$ cat config.mk
export PLATFORM = sky130hd
export DESIGN_NAME = alu_op_issue_flat
export DESIGN_NICKNAME = d
export VERILOG_FILES = /design/src/rtl/alu_pkg.sv /design/src/rtl/alu_op_issue_if.sv /design/src/rtl/alu_op_decode.sv /design/src/rtl/alu_op_issue.sv /design/src/flat_wrapper.sv
export SDC_FILE = /design/constraint.sdc
export NUM_CORES = 1
export LEC_CHECK = 0
export ABC_CLOCK_PERIOD_IN_PS = 1900
export BUFFER_PORTS_ARGS = -buffer_cell sky130_fd_sc_hd__buf_2
export CAP_MARGIN = 20
export CORE_MARGIN = 1
export CORE_UTILIZATION = 40
export DETAILED_ROUTE_END_ITERATION = 7
export PLACE_DENSITY = 0.7
export SETUP_SLACK_MARGIN = 0.15
export SYNTH_ARGS = -nofsm -noshare
export SYNTH_HDL_FRONTEND = slang
export SYNTH_SLANG_ARGS = --single-unit
$ cat constraint.sdc
create_clock -name clk -period 1.9 [get_ports clk]
set_clock_uncertainty 0.2 [all_clocks]
set_input_delay 0.19 -clock clk [delete_from_list [all_inputs] [get_ports clk]]
set_output_delay 0.19 -clock clk [all_outputs]
set_load 0.01 [all_outputs]
$ cat src/rtl/alu_pkg.sv
`default_nettype none
// +----------------------------------------------------------------------------+
// | alu_pkg : ALUFun codes, MIPS opcode/funct constants, decoded-op record    |
// | Rev 1.0 : initial release                                                  |
// +----------------------------------------------------------------------------+
package alu_pkg;

    localparam int INSTR_W  = 32;
    localparam int ALUFUN_W = 6;
    localparam int SHAMT_W  = 5;
    localparam int IMM_W    = 32;

    localparam logic [ALUFUN_W-1:0] ALU_ADD   = 6'b000000;
    localparam logic [ALUFUN_W-1:0] ALU_SUB   = 6'b000001;
    localparam logic [ALUFUN_W-1:0] ALU_AND   = 6'b011000;
    localparam logic [ALUFUN_W-1:0] ALU_OR    = 6'b011110;
    localparam logic [ALUFUN_W-1:0] ALU_XOR   = 6'b010110;
    localparam logic [ALUFUN_W-1:0] ALU_NOR   = 6'b010001;
    localparam logic [ALUFUN_W-1:0] ALU_PASSA = 6'b011010;
    localparam logic [ALUFUN_W-1:0] ALU_SLL   = 6'b100000;
    localparam logic [ALUFUN_W-1:0] ALU_SRL   = 6'b100001;
    localparam logic [ALUFUN_W-1:0] ALU_SRA   = 6'b100011;
    localparam logic [ALUFUN_W-1:0] ALU_EQ    = 6'b110011;
    localparam logic [ALUFUN_W-1:0] ALU_NEQ   = 6'b110001;
    localparam logic [ALUFUN_W-1:0] ALU_LT    = 6'b110101;
    localparam logic [ALUFUN_W-1:0] ALU_LEZ   = 6'b111101;
    localparam logic [ALUFUN_W-1:0] ALU_LTZ   = 6'b111011;
    localparam logic [ALUFUN_W-1:0] ALU_GTZ   = 6'b111111;

    localparam logic [5:0] OP_RTYPE  = 6'h00;
    localparam logic [5:0] OP_REGIMM = 6'h01;
    localparam logic [5:0] OP_J      = 6'h02;
    localparam logic [5:0] OP_JAL    = 6'h03;
    localparam logic [5:0] OP_BEQ    = 6'h04;
    localparam logic [5:0] OP_BNE    = 6'h05;
    localparam logic [5:0] OP_BLEZ   = 6'h06;
    localparam logic [5:0] OP_BGTZ   = 6'h07;
    localparam logic [5:0] OP_ADDI   = 6'h08;
    localparam logic [5:0] OP_ADDIU  = 6'h09;
    localparam logic [5:0] OP_SLTI   = 6'h0A;
    localparam logic [5:0] OP_SLTIU  = 6'h0B;
    localparam logic [5:0] OP_ANDI   = 6'h0C;
    localparam logic [5:0] OP_ORI    = 6'h0D;
    localparam logic [5:0] OP_LUI    = 6'h0F;
    localparam logic [5:0] OP_LW     = 6'h23;
    localparam logic [5:0] OP_SW     = 6'h2B;

    localparam logic [5:0] FN_SLL  = 6'h00;
    localparam logic [5:0] FN_SRL  = 6'h02;
    localparam logic [5:0] FN_SRA  = 6'h03;
    localparam logic [5:0] FN_JR   = 6'h08;
    localparam logic [5:0] FN_ADD  = 6'h20;
    localparam logic [5:0] FN_ADDU = 6'h21;
    localparam logic [5:0] FN_SUB  = 6'h22;
    localparam logic [5:0] FN_SUBU = 6'h23;
    localparam logic [5:0] FN_AND  = 6'h24;
    localparam logic [5:0] FN_OR   = 6'h25;
    localparam logic [5:0] FN_XOR  = 6'h26;
    localparam logic [5:0] FN_NOR  = 6'h27;
    localparam logic [5:0] FN_SLT  = 6'h2A;
    localparam logic [5:0] FN_SLTU = 6'h2B;

    typedef struct packed {
        logic [ALUFUN_W-1:0] alufun;
        logic                sign;
        logic                asel;
        logic                bsel;
        logic [SHAMT_W-1:0]  shamt;
        logic [IMM_W-1:0]    imm;
        logic                illegal;
    } op_t;

endpackage
`default_nettype wire

$ cat src/rtl/alu_op_issue_if.sv
`default_nettype none
// +----------------------------------------------------------------------------+
// | alu_op_issue_if : fetch-side instruction and execute-side ALU op channels |
// | Rev 1.0 : initial release                                                  |
// +----------------------------------------------------------------------------+
interface alu_op_issue_if
    import alu_pkg::*;
();
    logic                in_valid;
    logic                in_ready;
    logic [INSTR_W-1:0]  in_instr;
    logic                out_valid;
    logic                out_ready;
    logic [ALUFUN_W-1:0] out_alufun;
    logic                out_sign;
    logic                out_asel;
    logic                out_bsel;
    logic [SHAMT_W-1:0]  out_shamt;
    logic [IMM_W-1:0]    out_imm;
    logic                out_illegal;

    // The issue block itself
    modport slave (
        input  in_valid, in_instr, out_ready,
        output in_ready, out_valid, out_alufun, out_sign, out_asel,
               out_bsel, out_shamt, out_imm, out_illegal
    );

    // Fetch/execute side environment
    modport master (
        output in_valid, in_instr, out_ready,
        input  in_ready, out_valid, out_alufun, out_sign, out_asel,
               out_bsel, out_shamt, out_imm, out_illegal
    );
endinterface
`default_nettype wire

$ cat src/rtl/alu_op_decode.sv
`default_nettype none
// +----------------------------------------------------------------------------+
// | alu_op_decode : combinational MIPS instruction to ALU operation decoder   |
// | Rev 1.0 : initial release                                                  |
// +----------------------------------------------------------------------------+
module alu_op_decode
    import alu_pkg::*;
(
    input  logic [INSTR_W-1:0]  instr,
    output logic [ALUFUN_W-1:0] alufun,
    output logic                sign,
    output logic                asel,
    output logic                bsel,
    output logic [SHAMT_W-1:0]  shamt,
    output logic [IMM_W-1:0]    imm,
    output logic                illegal
);
    logic [5:0]       w_op;
    logic [5:0]       w_funct;
    logic [4:0]       w_rt;
    logic [IMM_W-1:0] w_sext;
    logic [IMM_W-1:0] w_zext;
    logic             w_unused_rs;

    assign w_op        = instr[31:26];
    assign w_funct     = instr[5:0];
    assign w_rt        = instr[20:16];
    assign w_sext      = {{16{instr[15]}}, instr[15:0]};
    assign w_zext      = {16'h0000, instr[15:0]};
    assign w_unused_rs = ^instr[25:21];

    always_comb begin
        alufun  = ALU_ADD;
        sign    = 1'b0;
        asel    = 1'b0;
        bsel    = 1'b0;
        shamt   = '0;
        imm     = '0;
        illegal = 1'b0;
        case (w_op)
            OP_RTYPE: begin
                case (w_funct)
                    FN_ADD:  begin alufun = ALU_ADD; sign = 1'b1; end
                    FN_ADDU: alufun = ALU_ADD;
                    FN_SUB:  begin alufun = ALU_SUB; sign = 1'b1; end
                    FN_SUBU: alufun = ALU_SUB;
                    FN_AND:  alufun = ALU_AND;
                    FN_OR:   alufun = ALU_OR;
                    FN_XOR:  alufun = ALU_XOR;
                    FN_NOR:  alufun = ALU_NOR;
                    FN_SLT:  begin alufun = ALU_LT; sign = 1'b1; end
                    FN_SLTU: alufun = ALU_LT;
                    FN_SLL:  begin alufun = ALU_SLL; asel = 1'b1; shamt = instr[10:6]; end
                    FN_SRL:  begin alufun = ALU_SRL; asel = 1'b1; shamt = instr[10:6]; end
                    FN_SRA:  begin alufun = ALU_SRA; asel = 1'b1; shamt = instr[10:6]; end
                    FN_JR:   alufun = ALU_ADD;
                    default: illegal = 1'b1;
                endcase
            end
            OP_ADDI:  begin alufun = ALU_ADD; sign = 1'b1; bsel = 1'b1; imm = w_sext; end
            OP_ADDIU: begin alufun = ALU_ADD; bsel = 1'b1; imm = w_sext; end
            OP_SLTI:  begin alufun = ALU_LT; sign = 1'b1; bsel = 1'b1; imm = w_sext; end
            OP_SLTIU: begin alufun = ALU_LT; bsel = 1'b1; imm = w_sext; end
            OP_ANDI:  begin alufun = ALU_AND; bsel = 1'b1; imm = w_zext; end
            OP_ORI:   begin alufun = ALU_OR; bsel = 1'b1; imm = w_zext; end
            // lui is realised as the 16-bit immediate shifted left by 16
            OP_LUI: begin
                alufun = ALU_SLL;
                asel   = 1'b1;
                bsel   = 1'b1;
                shamt  = 5'd16;
                imm    = w_zext;
            end
            OP_LW, OP_SW: begin alufun = ALU_ADD; bsel = 1'b1; imm = w_sext; end
            OP_BEQ:  begin alufun = ALU_EQ;  sign = 1'b1; end
            OP_BNE:  begin alufun = ALU_NEQ; sign = 1'b1; end
            OP_BLEZ: begin alufun = ALU_LEZ; sign = 1'b1; end
            OP_BGTZ: begin alufun = ALU_GTZ; sign = 1'b1; end
            OP_REGIMM: begin
                if (w_rt == 5'd0) begin
                    alufun = ALU_LTZ;
                    sign   = 1'b1;
                end else begin
                    illegal = 1'b1;
                end
            end
            OP_J, OP_JAL: alufun = ALU_ADD;
            default: illegal = 1'b1;
        endcase
    end
endmodule
`default_nettype wire

$ cat src/rtl/alu_op_issue.sv
`default_nettype none
// +----------------------------------------------------------------------------+
// | alu_op_issue : decodes fetched instructions into ALU ops via a 2-entry    |
// |                registered skid buffer; counts illegal instructions        |
// | Rev 1.0 : initial release                                                  |
// +----------------------------------------------------------------------------+
module alu_op_issue
    import alu_pkg::*;
#(
    parameter int CNT_W = 8
) (
    input  logic             clk,
    input  logic             reset,
    input  logic             flush,
    alu_op_issue_if.slave    bus,
    output logic [CNT_W-1:0] illegal_cnt
);
    localparam logic [CNT_W-1:0] CNT_MAX = '1;

    op_t              w_dec;
    op_t              r_main;
    op_t              r_skid;
    logic             r_main_valid;
    logic             r_skid_valid;
    logic             r_in_ready;
    logic [CNT_W-1:0] r_cnt;
    logic             w_in_fire;
    logic             w_out_fire;
    logic             w_main_take;
    logic             w_skid_capture;
    logic             w_skid_valid_nxt;

    alu_op_decode u_decode (
        .instr   (bus.in_instr),
        .alufun  (w_dec.alufun),
        .sign    (w_dec.sign),
        .asel    (w_dec.asel),
        .bsel    (w_dec.bsel),
        .shamt   (w_dec.shamt),
        .imm     (w_dec.imm),
        .illegal (w_dec.illegal)
    );

    assign w_in_fire      = bus.in_valid & r_in_ready;
    assign w_out_fire     = r_main_valid & bus.out_ready;
    assign w_main_take    = ~r_main_valid | w_out_fire;
    assign w_skid_capture = w_in_fire & r_main_valid & ~w_out_fire;

    always_comb begin
        w_skid_valid_nxt = r_skid_valid;
        if (w_skid_capture) begin
            w_skid_valid_nxt = 1'b1;
        end else if (w_main_take) begin
            w_skid_valid_nxt = 1'b0;
        end
    end

    // in_ready is registered from the next skid state, so out_ready never
    // reaches the fetch side combinationally
    always_ff @(posedge clk or negedge reset) begin
        if (!reset) begin
            r_main_valid <= 1'b0;
            r_main       <= '0;
            r_skid_valid <= 1'b0;
            r_skid       <= '0;
            r_in_ready   <= 1'b1;
        end else if (flush) begin
            r_main_valid <= 1'b0;
            r_skid_valid <= 1'b0;
            r_in_ready   <= 1'b1;
        end else begin
            if (w_main_take) begin
                if (r_skid_valid) begin
                    r_main       <= r_skid;
                    r_main_valid <= 1'b1;
                end else if (w_in_fire) begin
                    r_main       <= w_dec;
                    r_main_valid <= 1'b1;
                end else begin
                    r_main_valid <= 1'b0;
                end
            end
            if (w_skid_capture) begin
                r_skid <= w_dec;
            end
            r_skid_valid <= w_skid_valid_nxt;
            r_in_ready   <= ~w_skid_valid_nxt;
        end
    end

    always_ff @(posedge clk or negedge reset) begin
        if (!reset) begin
            r_cnt <= '0;
        end else if (!flush && w_in_fire && w_dec.illegal && (r_cnt != CNT_MAX)) begin
            r_cnt <= r_cnt + 1'b1;
        end
    end

    assign bus.in_ready    = r_in_ready;
    assign bus.out_valid   = r_main_valid;
    assign bus.out_alufun  = r_main.alufun;
    assign bus.out_sign    = r_main.sign;
    assign bus.out_asel    = r_main.asel;
    assign bus.out_bsel    = r_main.bsel;
    assign bus.out_shamt   = r_main.shamt;
    assign bus.out_imm     = r_main.imm;
    assign bus.out_illegal = r_main.illegal;
    assign illegal_cnt     = r_cnt;
endmodule
`default_nettype wire

$ cat src/flat_wrapper.sv
// flat-port wrapper written by rule: the top's interface ports become plain ports
module alu_op_issue_flat import alu_pkg::*;
#(
    parameter int CNT_W = 8
)
  (clk, reset, flush, illegal_cnt, bus_in_valid, bus_in_instr, bus_out_ready, bus_in_ready, bus_out_valid, bus_out_alufun, bus_out_sign, bus_out_asel, bus_out_bsel, bus_out_shamt, bus_out_imm, bus_out_illegal);
  alu_op_issue_if bus_i ();
  input  logic clk;
  input  logic reset;
  input  logic flush;
  output logic [CNT_W-1:0] illegal_cnt;
  input wire logic [$bits(bus_i.in_valid)-1:0] bus_in_valid;
  input wire logic [$bits(bus_i.in_instr)-1:0] bus_in_instr;
  input wire logic [$bits(bus_i.out_ready)-1:0] bus_out_ready;
  output wire logic [$bits(bus_i.in_ready)-1:0] bus_in_ready;
  output wire logic [$bits(bus_i.out_valid)-1:0] bus_out_valid;
  output wire logic [$bits(bus_i.out_alufun)-1:0] bus_out_alufun;
  output wire logic [$bits(bus_i.out_sign)-1:0] bus_out_sign;
  output wire logic [$bits(bus_i.out_asel)-1:0] bus_out_asel;
  output wire logic [$bits(bus_i.out_bsel)-1:0] bus_out_bsel;
  output wire logic [$bits(bus_i.out_shamt)-1:0] bus_out_shamt;
  output wire logic [$bits(bus_i.out_imm)-1:0] bus_out_imm;
  output wire logic [$bits(bus_i.out_illegal)-1:0] bus_out_illegal;
  assign bus_i.in_valid = bus_in_valid;
  assign bus_i.in_instr = bus_in_instr;
  assign bus_i.out_ready = bus_out_ready;
  assign bus_in_ready = bus_i.in_ready;
  assign bus_out_valid = bus_i.out_valid;
  assign bus_out_alufun = bus_i.out_alufun;
  assign bus_out_sign = bus_i.out_sign;
  assign bus_out_asel = bus_i.out_asel;
  assign bus_out_bsel = bus_i.out_bsel;
  assign bus_out_shamt = bus_i.out_shamt;
  assign bus_out_imm = bus_i.out_imm;
  assign bus_out_illegal = bus_i.out_illegal;
  alu_op_issue #(.CNT_W(CNT_W)) u_core (.clk(clk), .reset(reset), .flush(flush), .bus(bus_i), .illegal_cnt(illegal_cnt));
endmodule
==> out/metrics.yaml <==
remaining_drc_errors: 0
grt_pass1_vias: 3701
cts_max_path_buffers: 2
switchingPower_mw: 1.50
arrival_ns: 1.89
internal_power_mw: 2.98
max_freq_ghz: 0.541
cts.sinks: 75
switching_share_pct: 33.5
drive_gt1_share_pct: 39.6
crit_type: "flip-flop to flip-flop"
via_per_inst: 5.44
yosys.cell_types.count: 61
rsz0062_at_grt: "true"
core_um2: 9680
synthesis.nets: 497
insertion_delay_ns: 0.37
ios: 94
grt-ovfl-total: 0
initial_core_util_pct: 41.1
worst_pin_slew_ns: 0.499
vias: 3947
status: "finished clean"
worstHoldStart: "bus_in_instr[4]"
die_area_um2: 10300
irDropWorstVdd_mv: 0.375
power_frac_seq_pct: 44.5
fin_ws_ns: 0.0507
drv_slew: 0
fin_crit_ns: 1.85
cp.required_ns: 1.94
avgRoutedWirePerCell_um: 16.8
rows: 36
synth-seq-cells: 75
yosysMostFrequentCell: "dfrtp_1"
synthCells: 459
end_kind: "flip-flop"
wl_mm: 12.2
ant_nets: 0
hold_end: "u_core.r_skid[5]"
synth_seq_area_share_pct: 47.2
ys_async_sr_fraction_pct: 100
yosysTopAreaCellShare_pct: 46.6
htree_levels: 3
synth-edff-count: 0
fin_nets: 626
final_area_um2: 5710
yosysTopAreaCell: "dfrtp_1"
slew_headroom_pct: 66.4
rr_worst_depth: 5
rrSetupSlack_ns: 0.05
synth.area.top_cells: "dfrtp_1 47%, nand2_1 6.6%, a21oi_1 6.4%"
gp_congestion: 0.866
maxCapViolCount: 0
first_iter_violations: 259
io_buffers: 88
hpwl_mm: 7.20
antenna_found_initial: 0
post-place-ws_ns: -0.297
setup_violations: 0
grt_max_degree: 35
path_max_fanout: 7
grtUsageTotal_pct: 21.6
hold_viol_final: 0
leakagePower_nw: 2.55
first_pass_iters: 5
tns_ns: 0
yosys-top-cells-count: "74 x dfrtp_1, 70 x nand2_1, 51 x a21oi_1, 42 x o21ai_0, 34 x nor2_1"
syn_to_final_growth_pct: 43.7
hold_depth: 4
clkPwrFrac_pct: 30.0
diodes: 0
combPwrFrac_pct: 25.4
rr_startpoint: "u_core.bus.in_ready"
grt_pass1_wl_mm: 17.5
ys_warn_count: 0
syn_area_per_cell_um2: 8.66
power_density_nw_per_um2: 783
fp.dieW_um: 102
clk_pin_slew_ns: 0.10
cts_tree: "done"
netlist_area_um2: 3980
reg2reg_to: "u_core.illegal_cnt[6]"
cp-start-kind: "flip-flop"
fin_crit_sh_pct: 97.3
worstHoldPathType: "input pin to flip-flop"
synth_ff_type: "dfrtp_1"
cts-root-buf: "clkbuf_8"
die_h_um: 102
dpl-instance-area_um2: 4760
cts_buffers: 9
metal layers:
layer	vias up	global-route usage [%]	share of wire, %
li1	1862	-	-
met1	1934	27.0	41
met2	134	37.7	51
met3	17	4.28	5.6
met4	0	6.58	2.2
met5	-	0	0
state kept, by name, indices dropped and copies added, names as in the netlist:
register,flops
u_core.bus.in_ready,1
u_core.bus.out_alufun,6
u_core.bus.out_asel,1
u_core.bus.out_bsel,1
u_core.bus.out_illegal,1
u_core.bus.out_imm,17
u_core.bus.out_shamt,5
u_core.bus.out_sign,1
u_core.bus.out_valid,1
u_core.illegal_cnt,8
u_core.r_skid,32
u_core.r_skid_valid,1
per-stage QoR:
step / hold slack [ns] / std cells / power (mW) / util [%]
2_1_floorplan: -0.306 / 459 / 2.55 / -
3_3_place_gp: -0.0347 / 677 / 2.91 / 49.1
3_5_place_dp: -0.0312 / 677 / 2.95 / 49.1
4_1_cts: 0.0597 / 709 / 4.33 / 53.8
5_1_grt: 0.0882 / 726 / 4.72 / 59.0
6_report: 0.0649 / 726 / 4.47 / 59.0
kinds of logic (layout without fill, tap and decap cells):
family / Yosys count / after routing / synth area share (%)
and+or+nand+nor: 180 / 181 / 21.9
AOI/OAI and AO/OA: 132 / 132 / 19.7
DFF: 75 / 75 / 47.2
buffers and inverters: 57 / 190 / 7.46
xor gates and xnor gates: 9 / 9 / 1.98
muxes: 5 / 5 / 1.38
adders and majority gates: 1 / 1 / 0.315
critical path: stages (launching register included):
cell,delay [ns]
dfstp_2,0.58
nand2_2,0.08
nor2_4,0.15
o21ai_4,0.12
nor4_1,0.46
xor2_1,0.13
cells in the final DEF (no fill, tap or decap), types with 3 or more instances in the layout:
master / instances
a211oi_1: 4
a21oi_1: 24
a21oi_2: 19
a21oi_4: 8
a31oi_1: 3
buf_12: 7
buf_2: 86
buf_4: 45
buf_6: 6
clkbuf_16: 5
clkbuf_8: 9
dfrtp_1: 74
dlygate4sd3_1: 15
inv_1: 6
mux2_2: 4
nand2_1: 67
nand2b_1: 4
nand3_1: 25
nand4_1: 4
nor2_1: 32
nor2b_1: 6
nor3_1: 9
nor3b_1: 4
nor4_1: 3
o21ai_0: 26
o21ai_1: 21
or3_4: 3
xor2_1: 8
final cells by class:
| cell class | instances | area (µm²) |
|---|---|---|
| tap | 133 | 166 |
| timing repair buffer | 167 | 1310 |
| clock buffer | 9 | 124 |
| clock inverter | 7 | 95.1 |
| multi-input combinational | 328 | 2110 |
| sequential | 75 | 1880 |
| fill | 801 | 3970 |
| inverter | 7 | 30.0 |
power by group through the flow:
stage / clock network, mW / logic (mW) / registers (mW)
finish: 1.34 / 1.14 / 1.99
global route: 1.44 / 1.26 / 2.02
CTS: 1.37 / 0.981 / 1.98
detailed placement: 0 / 0.941 / 2.01
global placement: 0 / 0.918 / 1.99
floorplan: 0 / 0.490 / 2.06
how the worst max path moves through the flow:
| stage | from | endpoint | slack, ns | cells after the start |
|---|---|---|---|---|
| after CTS | u_core.illegal_cnt[0] | u_core.illegal_cnt[5] | 0.12 | 5 |
| after global placement | bus_in_instr[27] | u_core.illegal_cnt[1] | -0.24 | 7 |
| after floorplan | bus_in_instr[31] | u_core.bus.out_shamt[0] | -0.12 | 7 |
| final | u_core.bus.in_ready | u_core.illegal_cnt[6] | 0.05 | 5 |
| after detailed placement | bus_in_instr[27] | u_core.illegal_cnt[1] | -0.30 | 7 |
| after global routing | u_core.bus.in_ready | u_core.illegal_cnt[6] | -0.03 | 5 |
what timing repair did:
action,CTS,global route
endpoints found under the setup margin,51,48
endpoints found under the hold margin,108,0
pin swaps,0,19
hold buffers,15,0
buffers inserted,0,8
resized for setup,13,71
gates cloned,1,9
No activity file was read; power rests on OpenSTA's default activity.
